`src/rtl/v6_pulse_gen.sv`:
```
// Synthetic detector-pulse source: exponential-decay steps on a baseline, in ADC sample format.
// Drives the v6 shaping filter's sample input in place of the real ADC.
module v6_pulse_gen #(
    parameter int ADC_W = 12,
    parameter int FRAC  = 16,
    parameter int ACC_W = ADC_W + FRAC + 4,
    parameter int CNT_W = 16
) (
    input  logic             clk,
    input  logic             reset,
    input  logic             start,
    input  logic             stop,
    input  logic [ADC_W-1:0] amplitude,
    input  logic [ADC_W-1:0] baseline,
    input  logic [3:0]       decay_shift,
    input  logic [CNT_W-1:0] period,
    input  logic [CNT_W-1:0] n_pulses,
    output logic [ADC_W-1:0] adc_data,
    output logic             pulse_strobe,
    output logic             busy,
    output logic             done
);

    typedef enum logic [1:0] {IDLE, RUN, DRAIN} state_t;

    localparam int INT_W = ACC_W - FRAC;

    state_t             state;
    logic [ACC_W-1:0]   acc;
    logic [ACC_W-1:0]   decay;
    logic [ACC_W-1:0]   acc_next;
    logic [ACC_W:0]     sum;
    logic [INT_W:0]     level;
    logic [ADC_W-1:0]   sample;
    logic               tail_zero;
    logic               inject;
    logic [ADC_W-1:0]   amp_l;
    logic [3:0]         shift_l;
    logic [CNT_W-1:0]   period_l;
    logic [CNT_W-1:0]   npulse_l;
    logic [CNT_W-1:0]   period_m1;
    logic [CNT_W-1:0]   cnt;
    logic [CNT_W-1:0]   remaining;

    always_comb begin
        inject    = (state == RUN) && (cnt == '0);
        decay     = (shift_l == 4'd0) ? '0 : acc - (acc >> shift_l);
        sum       = {1'b0, decay} + ((ACC_W+1)'(amp_l) << FRAC);
        acc_next  = decay;
        if (inject)
            acc_next = sum[ACC_W] ? '1 : sum[ACC_W-1:0];
        // Integer part of the accumulator plus baseline, clamped to full scale.
        level     = {1'b0, acc_next[ACC_W-1:FRAC]} + (INT_W+1)'(baseline);
        sample    = (|level[INT_W:ADC_W]) ? '1 : level[ADC_W-1:0];
        tail_zero = (acc_next[ACC_W-1:FRAC] == '0);
        period_m1 = (period_l == '0) ? '0 : period_l - 1'b1;
    end

    always_ff @(posedge clk or negedge reset) begin
        if (!reset) begin
            state        <= IDLE;
            acc          <= '0;
            cnt          <= '0;
            remaining    <= '0;
            amp_l        <= '0;
            shift_l      <= '0;
            period_l     <= '0;
            npulse_l     <= '0;
            adc_data     <= '0;
            pulse_strobe <= 1'b0;
            busy         <= 1'b0;
            done         <= 1'b0;
        end else if (stop) begin
            state        <= IDLE;
            acc          <= '0;
            cnt          <= '0;
            remaining    <= '0;
            adc_data     <= baseline;
            pulse_strobe <= 1'b0;
            busy         <= 1'b0;
            done         <= 1'b0;
        end else begin
            case (state)
                IDLE: begin
                    acc          <= '0;
                    adc_data     <= baseline;
                    pulse_strobe <= 1'b0;
                    done         <= 1'b0;
                    busy         <= 1'b0;
                    if (start) begin
                        amp_l     <= amplitude;
                        shift_l   <= decay_shift;
                        period_l  <= period;
                        npulse_l  <= n_pulses;
                        cnt       <= '0;
                        remaining <= n_pulses;
                        busy      <= 1'b1;
                        state     <= RUN;
                    end
                end
                RUN: begin
                    acc      <= acc_next;
                    adc_data <= sample;
                    done     <= 1'b0;
                    if (inject) begin
                        pulse_strobe <= 1'b1;
                        cnt          <= period_m1;
                        if (npulse_l != '0) begin
                            remaining <= remaining - 1'b1;
                            if (remaining == CNT_W'(1))
                                state <= DRAIN;
                        end
                    end else begin
                        pulse_strobe <= 1'b0;
                        cnt          <= cnt - 1'b1;
                    end
                end
                DRAIN: begin
                    acc          <= acc_next;
                    adc_data     <= sample;
                    pulse_strobe <= 1'b0;
                    if (tail_zero) begin
                        done  <= 1'b1;
                        busy  <= 1'b0;
                        state <= IDLE;
                    end else begin
                        done  <= 1'b0;
                    end
                end
                default: begin
                    state <= IDLE;
                    busy  <= 1'b0;
                end
            endcase
        end
    end

endmodule

```
`config.mk`:
```
export PLATFORM = sky130hd
export DESIGN_NAME = v6_pulse_gen
export DESIGN_NICKNAME = d
export VERILOG_FILES = /design/src/rtl/v6_pulse_gen.sv
export SDC_FILE = /design/constraint.sdc
export NUM_CORES = 1
export LEC_CHECK = 0
export ABC_AREA = 1
export CORE_AREA = 2 2 172 174
export DETAILED_ROUTE_END_ITERATION = 10
export DIE_AREA = 0 0 174 176
export HOLD_SLACK_MARGIN = 0.15
export PLACE_DENSITY_LB_ADDON = 0.05
export SYNTH_ARGS = -nofsm -noshare
export SYNTH_HDL_FRONTEND = slang
export SYNTH_SLANG_ARGS = --single-unit
```
`constraint.sdc`:
```
create_clock -name clk -period 12.95 [get_ports clk]
set_clock_uncertainty 0.2 [all_clocks]
set_input_delay 2.59 -clock clk [delete_from_list [all_inputs] [get_ports clk]]
set_output_delay 2.59 -clock clk [all_outputs]
set_load 0.1 [all_outputs]
```
Word-level counts from Yosys, hierarchy flattened:

Index checks and enable logic that the tools add are counted.

* bits of input ports: 64
* logic and storage cells: 84
* output and inout bits: 15
* register bits after elaboration: 129

* bitwise gates (word level): 1
* shift operators: 1
* add/sub/neg operators: 6
* multiplexer cells: 35
* eq/ne operators: 9
* reductions and logical operators: 20

Operators with widths (number)
* 16-bit two-way mux: 8
* 32-bit two-way mux: 4
* 16-bit one-hot mux with 2 select lines: 2
* 32-bit one-hot mux with 2 select lines: 1
* 16-bit logical NOT: 3
* 16-bit by 1-bit subtractor with 16-bit output, second input constant: 3
* 32-bit by 28-bit adder with 33-bit output: 1
* 32-bit by 4-bit >> shifter with 32-bit output: 1
* 32-bit subtractor: 1
* 12-bit two-way mux: 2
* 12-bit one-hot mux with 2 select lines: 1
* 16-bit by 12-bit adder with 17-bit output: 1
* 16-bit by 1-bit == test with 1-bit output, second input constant: 1
* 16-bit nonzero test: 1
* 2-bit two-way mux: 6
* 3-bit nonzero test: 4
* 3-bit inequality test, second input constant: 3
* 1-bit two-way mux: 7
* 3-bit by 2-bit inequality test with 1-bit output, second input constant: 2
* 2-bit one-hot mux with 3 select lines: 1
* 2-bit OR reduction: 3
* 5-bit AND reduction: 1
* 5-bit OR reduction: 1
* 4-bit logical NOT: 1
* other kinds (11): 13

Depth between registers and ports, before layout:

Gate-level depths: netlist of the first run.

* depth after elaboration: 11
* mapped depth: 52
* depth with buffers taken out: 49

Least setup slack after synthesis of the first run:

No wires, ideal clock.

* path kind: register to register
* from: reg shift_l[0]
* to: reg adc_data[11]
* buffers on the path: 4
* arrival time: 6579 ps
* library setup time: 116 ps
* cell stages (with the launch flop): 50
* path slack: 6054 ps
* clock period less this slack: 6896 ps
* data required time: 12634 ps
* cells stage by stage: dfrtp_1 -> clkbuf_1 -> clkbuf_1 -> clkbuf_1 -> nand2_1 -> o21ai_0 -> mux2i_1 -> mux2i_1 -> nor2_1 -> a31oi_1 -> ha_1 -> inv_1 -> fa_1 -> nand3_1 -> nand2_1 -> nand3_1 -> nand3_1 -> nand2_1 -> (+14 left out) -> ha_1 -> inv_1 -> fa_1 -> nor2_1 -> a211oi_1 -> o21ai_0 -> a21boi_0 -> o21ai_0 -> nand2_1 -> a21boi_0 -> nand3b_1 -> nor2_1 -> nand3_1 -> o21ai_2 -> buf_6 -> nand2_1 -> nand2_1 -> nand2_1

* cells in the longest elaborated chain, start to end: 11

Ends and longest elaborated chain
* start: declaration: RTL line 38 `logic [3:0] shift_l;`
* start signal: assignment: RTL line 92 `shift_l <= decay_shift;`
* 32-bit by 4-bit >> shifter with 32-bit output: RTL line 47 `decay = (shift_l == 4'd0) ? '0 : acc - (acc >> shift_l);`
* 32-bit subtractor: RTL line 47
* 32-bit two-way mux (*): RTL line 47
* 32-bit by 28-bit adder with 33-bit output: RTL line 48 `sum = {1'b0, decay} + ((ACC_W+1)'(amp_l) << FRAC);`
* 32-bit two-way mux: RTL line 51 `acc_next = sum[ACC_W] ? '1 : sum[ACC_W-1:0];`
* 32-bit two-way mux (*): RTL line 50 `if (inject)`
* 16-bit by 12-bit adder with 17-bit output (*): RTL line 53 `level = {1'b0, acc_next[ACC_W-1:FRAC]} + (INT_W+1)'(baseline);`
* 5-bit OR reduction: RTL line 54 `sample = (|level[INT_W:ADC_W]) ? '1 : level[ADC_W-1:0];`
* 12-bit two-way mux (*): RTL line 54
* 12-bit one-hot mux with 2 select lines (*): RTL line 83 `case (state)`
* 12-bit two-way mux (*): RTL line 73 `end else if (stop) begin`
* end signal: assignment: RTL line 78 `adc_data <= baseline;`
* end signal: assignment: RTL line 86 `adc_data <= baseline;`
* end signal: assignment: RTL line 103 `adc_data <= sample;`
* end: declaration: RTL line 18 `output logic [ADC_W-1:0] adc_data,`

Mark *: on every way between the ends. The rest lies on a longest branch, timed or not.
A chain may end at the register's enable or synchronous reset.

Final worst setup path of the first run:

* from: reg shift_l[1]
* to: reg adc_data[2]

The elaborated chain is that of the path after synthesis.

==> impl_metrics.tcl, run 1 <==
set metrics [dict create \
    status "finished clean" \
    path_class "flop to flop" \
    hold_buffers 0 \
    final_nets 1939 \
    cts_root_buf "clkbuf_16" \
    clock-sinks 129 \
    antenna_left 0 \
    track_usage_pct 24.9 \
    fin_crit_sh_pct 67.5 \
    rr_startpoint "shift_l[1]" \
    cp-start-kind "flop" \
    synth-main-ff-cell "dfrtp_1" \
    ff2ff_setup_slack_ns 4.21 \
    grt_pass1_vias 11300 \
    rsz0062_at_grt "false" \
    initial_core_util_pct 39.9 \
    crit_path_max_fanout 32 \
    nFillCells 3071 \
    cp.required_ns 13.07 \
    synth.distinct_cells 54 \
    r2r_end "adc_data[2]" \
    rr_worst_depth 44 \
    syn_avg_cell_area_sq_um 6.48 \
    grt_pass1_wl_um 60200 \
    relSlewSlack_pct 27.0 \
    worstPathArrival_ns 8.85 \
    dpl.hpwl_um 28700 \
    h-tree-depth 4 \
    die_w_um 174 \
    cts_setup_buffers 0 \
    cts-resized-gates 0 \
    ys.warnings.count 0 \
    rows 62 \
    cp_common_cell "nand2_1" \
    drive_gt1_share_pct 6.04 \
    clkLatencyLatePin_ns 0.43 \
    num_vias 11500 \
    numCtsBuffers 17 \
    slowest_stage "inv_1" \
    synth_fp_nets 1889 \
    synth-async-reset-ratio_pct 100 \
    cap_violations 0 \
    setup-tns-final_ns 0 \
    cts_tree "yes" \
    grt-ovfl-total 0 \
    synth_seq_area_share_pct 28.4 \
    syn_inst 1758 \
    end_kind "flop" \
    slowest_delay_ns 0.85 \
    cp-endpoint "adc_data[2]" \
    clock_path_buffers 2 \
    ys_ff_latch 129 \
    syn_area_sq_um 11400 \
    mostFrequentLayoutCell "nand2_1" \
    slew_violations 0 \
    setup_violations 0 \
    port_buffers 78 \
    drtIter0Drc 846 \
    dr.pass1.iters 8 \
    finalWeightedCongestion 0.932 \
    avgViaCountPerCell 5.20 \
    syn2layout_area_growth_pct 15.2 \
    drc 0 \
    finalHoldViolCount 0 \
    fin_crit_ns 8.74 \
    routed_wl_um 37100 \
    synth_edf_count 0 \
    grt_max_degree 74 \
    die_h_um 176 \
    tightest_slew_ns 1.09 \
    fp.dieArea_sq_um 30600 \
    wl_per_cell_um 16.8 \
    final_cell_mix "nand2_1, inv_1, o21ai_0, nor2_1, dfrtp_1" \
    num_antenna_cells 0 \
    hp-class "flop to flop" \
    worstSetupStartpoint "shift_l[1]" \
    path_clk_slew_ns 0.06 \
    coreArea_sq_um 28500 \
    io_pins 79 \
    fmax_mhz 114 \
    antenna_found_initial 0 \
]
## cell usage after synthesis, drive strengths merged, types with 6 or more instances
cell	count	share of area, %
xnor2	12	0.92
nor2	140	5.1
or2	13	0.71
nor3	26	1.1
xor2	29	2.2
clkbuf	49	1.6
inv	240	7.9
nand4	13	0.85
mux2i	29	2.5
a21oi	98	4.4
o21ai	198	8.7
o22ai	23	1.3
a31oi	10	0.60
o211ai	6	0.40
a22oi	6	0.40
dfrtp	129	28
buf	8	0.41
ha	64	7.0
nand3	71	3.5
nand2	546	18
## state kept, by name (all words and copies together), names as in the netlist
name / flops
amp_l: 12
period_l: 16
state: 2
adc_data: 12
shift_l: 4
remaining: 16
npulse_l: 16
cnt: 16
busy: 1
acc: 32
pulse_strobe: 1
done: 1
## worst min-delay path by stage
stage | startpoint | slack, ns | endpoint | cells after the start
floorplan | npulse_l[14] | 0.24 | npulse_l[14] | 2
global placement | npulse_l[14] | 0.26 | npulse_l[14] | 2
detailed placement | npulse_l[13] | 0.26 | npulse_l[13] | 2
CTS | npulse_l[13] | 0.28 | npulse_l[13] | 2
global route | adc_data[4] | 0.30 | adc_data[4] | 2
finish | npulse_l[13] | 0.28 | npulse_l[13] | 2
## critical path: cells and delay by family (launching register included)
kind	cells	cell delay [ns]
compound gates	11	2.72
fa+ha+maj	5	1.32
buf+inv	6	1.18
flops	1	0.50
mux	1	0.24
simple gates	21	2.47
## cell type report
class / count / area [sq um] / share of cell area [%]
well taps: 384 / 480 / 3.66
clock buffers: 19 / 443 / 3.38
clock inverters: 13 / 178 / 1.35
repair buffers: 88 / 857 / 6.54
multi-input cells: 1329 / 7020 / 53.5
flip-flops and latches: 129 / 3230 / 24.6
inverters: 243 / 912 / 6.96
## routing by layer
metal | up-vias | GRT usage, % | routed length, um
met5 | - | 0 | 0
met4 | 0 | 10.9 | 1560
met3 | 81 | 3.57 | 1280
met2 | 256 | 44.1 | 18200
met1 | 5315 | 30.0 | 16000
li1 | 5816 | - | -
## logic make-up after synthesis
logic type | share of synthesized area [%]
simple gates | 30.6
compound gates | 17.8
buf+inv | 10.0
flops | 28.4
fa+ha+maj | 7.56
xor+xnor | 3.15
mux | 2.55
## metrics by stage
stage	utilization, %	area, sq um	setup slack, ns	cells	hold WS [ns]
2_1_floorplan	-	11400	6.05	1758	0.240
3_3_place_gp	43.8	12500	4.44	2173	0.263
3_5_place_dp	43.8	12500	4.23	2173	0.263
4_1_cts	45.9	13100	4.21	2205	0.278
6_report	45.9	13100	4.21	2205	0.282
5_1_grt	45.9	13100	3.37	2205	0.299
Power of run 1 is not shown: default switching activity piles up to over one toggle a cycle in this logic, so the estimate is an artifact.
==> run 2: changes to the inputs <==
==> constraint.sdc (replaced) <==
create_clock -name clk -period 8.46 [get_ports clk]
set_clock_uncertainty 0.2 [all_clocks]
set_input_delay 1.692 -clock clk [delete_from_list [all_inputs] [get_ports clk]]
set_output_delay 1.692 -clock clk [all_outputs]
set_load 0.1 [all_outputs]
==> run 2 against run 1 <==
Net effect:
- cell area increased by 1.4%
- setup slack got worse by 3.5 ns
- largest cell class unchanged
- global-route usage is 0.51 points higher
- sequential share of layout area is 0.33 points lower
- final cell count rose by 1.0%
- critical endpoint is now adc_data[1]
- routed wire length grew 3.1%
- count of clock-buffer cells in the layout is 1 higher
- maximum frequency rose by 12%
- via count grew 1.1%
- highest routed layer unchanged
==> impl_metrics.tcl, run 2 (synthesized netlist as in run 1, its figures left out) <==
set metrics [dict create \
    grt_max_degree 84 \
    port_buffers 78 \
    fp.dieArea_sq_um 30600 \
    die_w_um 174 \
    avgViaCountPerCell 5.20 \
    drive_gt1_share_pct 7.43 \
    antenna_left 0 \
    dpl-instance-area_sq_um 12600 \
    die_h_um 176 \
    status "finished clean" \
    fin_crit_ns 7.79 \
    slowest_delay_ns 0.47 \
    regArea_sq_um 3230 \
    final_nets 1963 \
    fin_crit_sh_pct 92.0 \
    cap_violations 0 \
    slowest_stage "dfrtp_2" \
    multiInputGateArea_sq_um 7050 \
    path_clk_slew_ns 0.06 \
    syn2layout_area_growth_pct 16.8 \
    slew_violations 0 \
    initial_core_util_pct 39.9 \
    num_antenna_cells 0 \
    antenna_found_initial 0 \
    path_class "flop to flop" \
    finalHoldViolCount 0 \
    numCtsBuffers 17 \
    cts_root_buf "clkbuf_16" \
    setup_violations 0 \
    grt-ovfl-total 0 \
    clkLatencyLatePin_ns 0.44 \
    h-tree-depth 4 \
    routed_wl_um 38200 \
    dr.pass1.iters 5 \
    rsz0062_at_grt "false" \
    mostFrequentLayoutCell "nand2_1" \
    final_cell_area_sq_um 13300 \
    drc 0 \
    tightest_slew_ns 1.13 \
    hp-class "flop to flop" \
    relSlewSlack_pct 23.9 \
    clock-sinks 129 \
    wl_per_cell_um 17.2 \
    crit_path_max_fanout 15 \
    largest_reg_flops 32 \
    regMostFlops "acc" \
    track_usage_pct 25.4 \
    drtIter0Drc 845 \
    path_buf_inv 6 \
    end_kind "flop" \
    cp.required_ns 8.58 \
    dpl.hpwl_um 29500 \
    io_pins 79 \
    worstPathArrival_ns 7.91 \
    finalWeightedCongestion 0.905 \
    coreArea_sq_um 28500 \
    nFillCells 3013 \
    grt_pass1_vias 11500 \
    grt_pass1_wl_um 61100 \
    cp_common_cell "nand2_1" \
    num_vias 11600 \
    fmax_mhz 128 \
    cts_tree "yes" \
    clock_path_buffers 2 \
    rows 62 \
    cp-start-kind "flop" \
    hold_buffers 0 \
    setup-tns-final_ns 0 \
    final_cell_mix "nand2_1, inv_1, o21ai_0, nor2_1, dfrtp_1" \
    cp_top_family "simple AND/OR/NAND/NOR gates" \
]
-- run 2: per-stage QoR --
step / std cells / hold slack (ns) / worst slack (ns) / util, %
5_1_grt: 2228 / 0.300 / 0.0290 / 46.6
2_1_floorplan: 1758 / 0.240 / 1.56 / -
3_3_place_gp: 2191 / 0.260 / 0.345 / 44.2
4_1_cts: 2222 / 0.277 / 0.260 / 46.3
6_report: 2228 / 0.277 / 0.673 / 46.6
3_5_place_dp: 2191 / 0.261 / 0.304 / 44.2
-- run 2: final timing paths --
check,from,cells after the start,end,slack [ns]
min reg2reg,npulse_l[14],2,npulse_l[14],0.28
min,npulse_l[14],2,npulse_l[14],0.28
max in group asynchronous,reset,2,shift_l[0],5.73
max reg2reg,shift_l[0],45,adc_data[1],0.67
max,shift_l[0],45,adc_data[1],0.67
min in group asynchronous,reset,1,period_l[0],1.11
-- run 2: final cells by class --
class                           count  share of cell area (%)
Multi-Input combinational cell   1330                    53.0
Sequential cell                   129                    24.3
Timing Repair Buffer              111                    7.75
Inverter                          243                    6.91
Tap cell                          384                    3.61
Clock buffer                       20                    3.43
Clock inverter                     11                   0.988
-- run 2: layer usage --
layer	vias up	share of wire (%)	track usage, %
li1	5854	-	-
met1	5359	43	30.7
met2	292	49	44.8
met3	86	4.0	3.70
met4	0	3.9	11.3
met5	-	0	0
-- run 2: worst reg2reg max path, delay by kind of cell (launching register included) --
family | cells | cell delay (ns)
buffers and inverters | 6 | 0.66
multiplexers | 2 | 0.41
AND/OR/NAND/NOR | 22 | 2.60
adder cells (fa/ha/maj) | 4 | 1.27
flip-flops | 1 | 0.47
AO/OA/AOI/OAI | 11 | 2.05
-- run 2: what timing repair did --
action,4_1_cts,5_1_grt
endpoints found under the setup margin,0,12
resized for setup,0,18
buffers inserted,0,5
endpoints found under the hold margin,0,0
Power of run 2 is left out for the same reason.
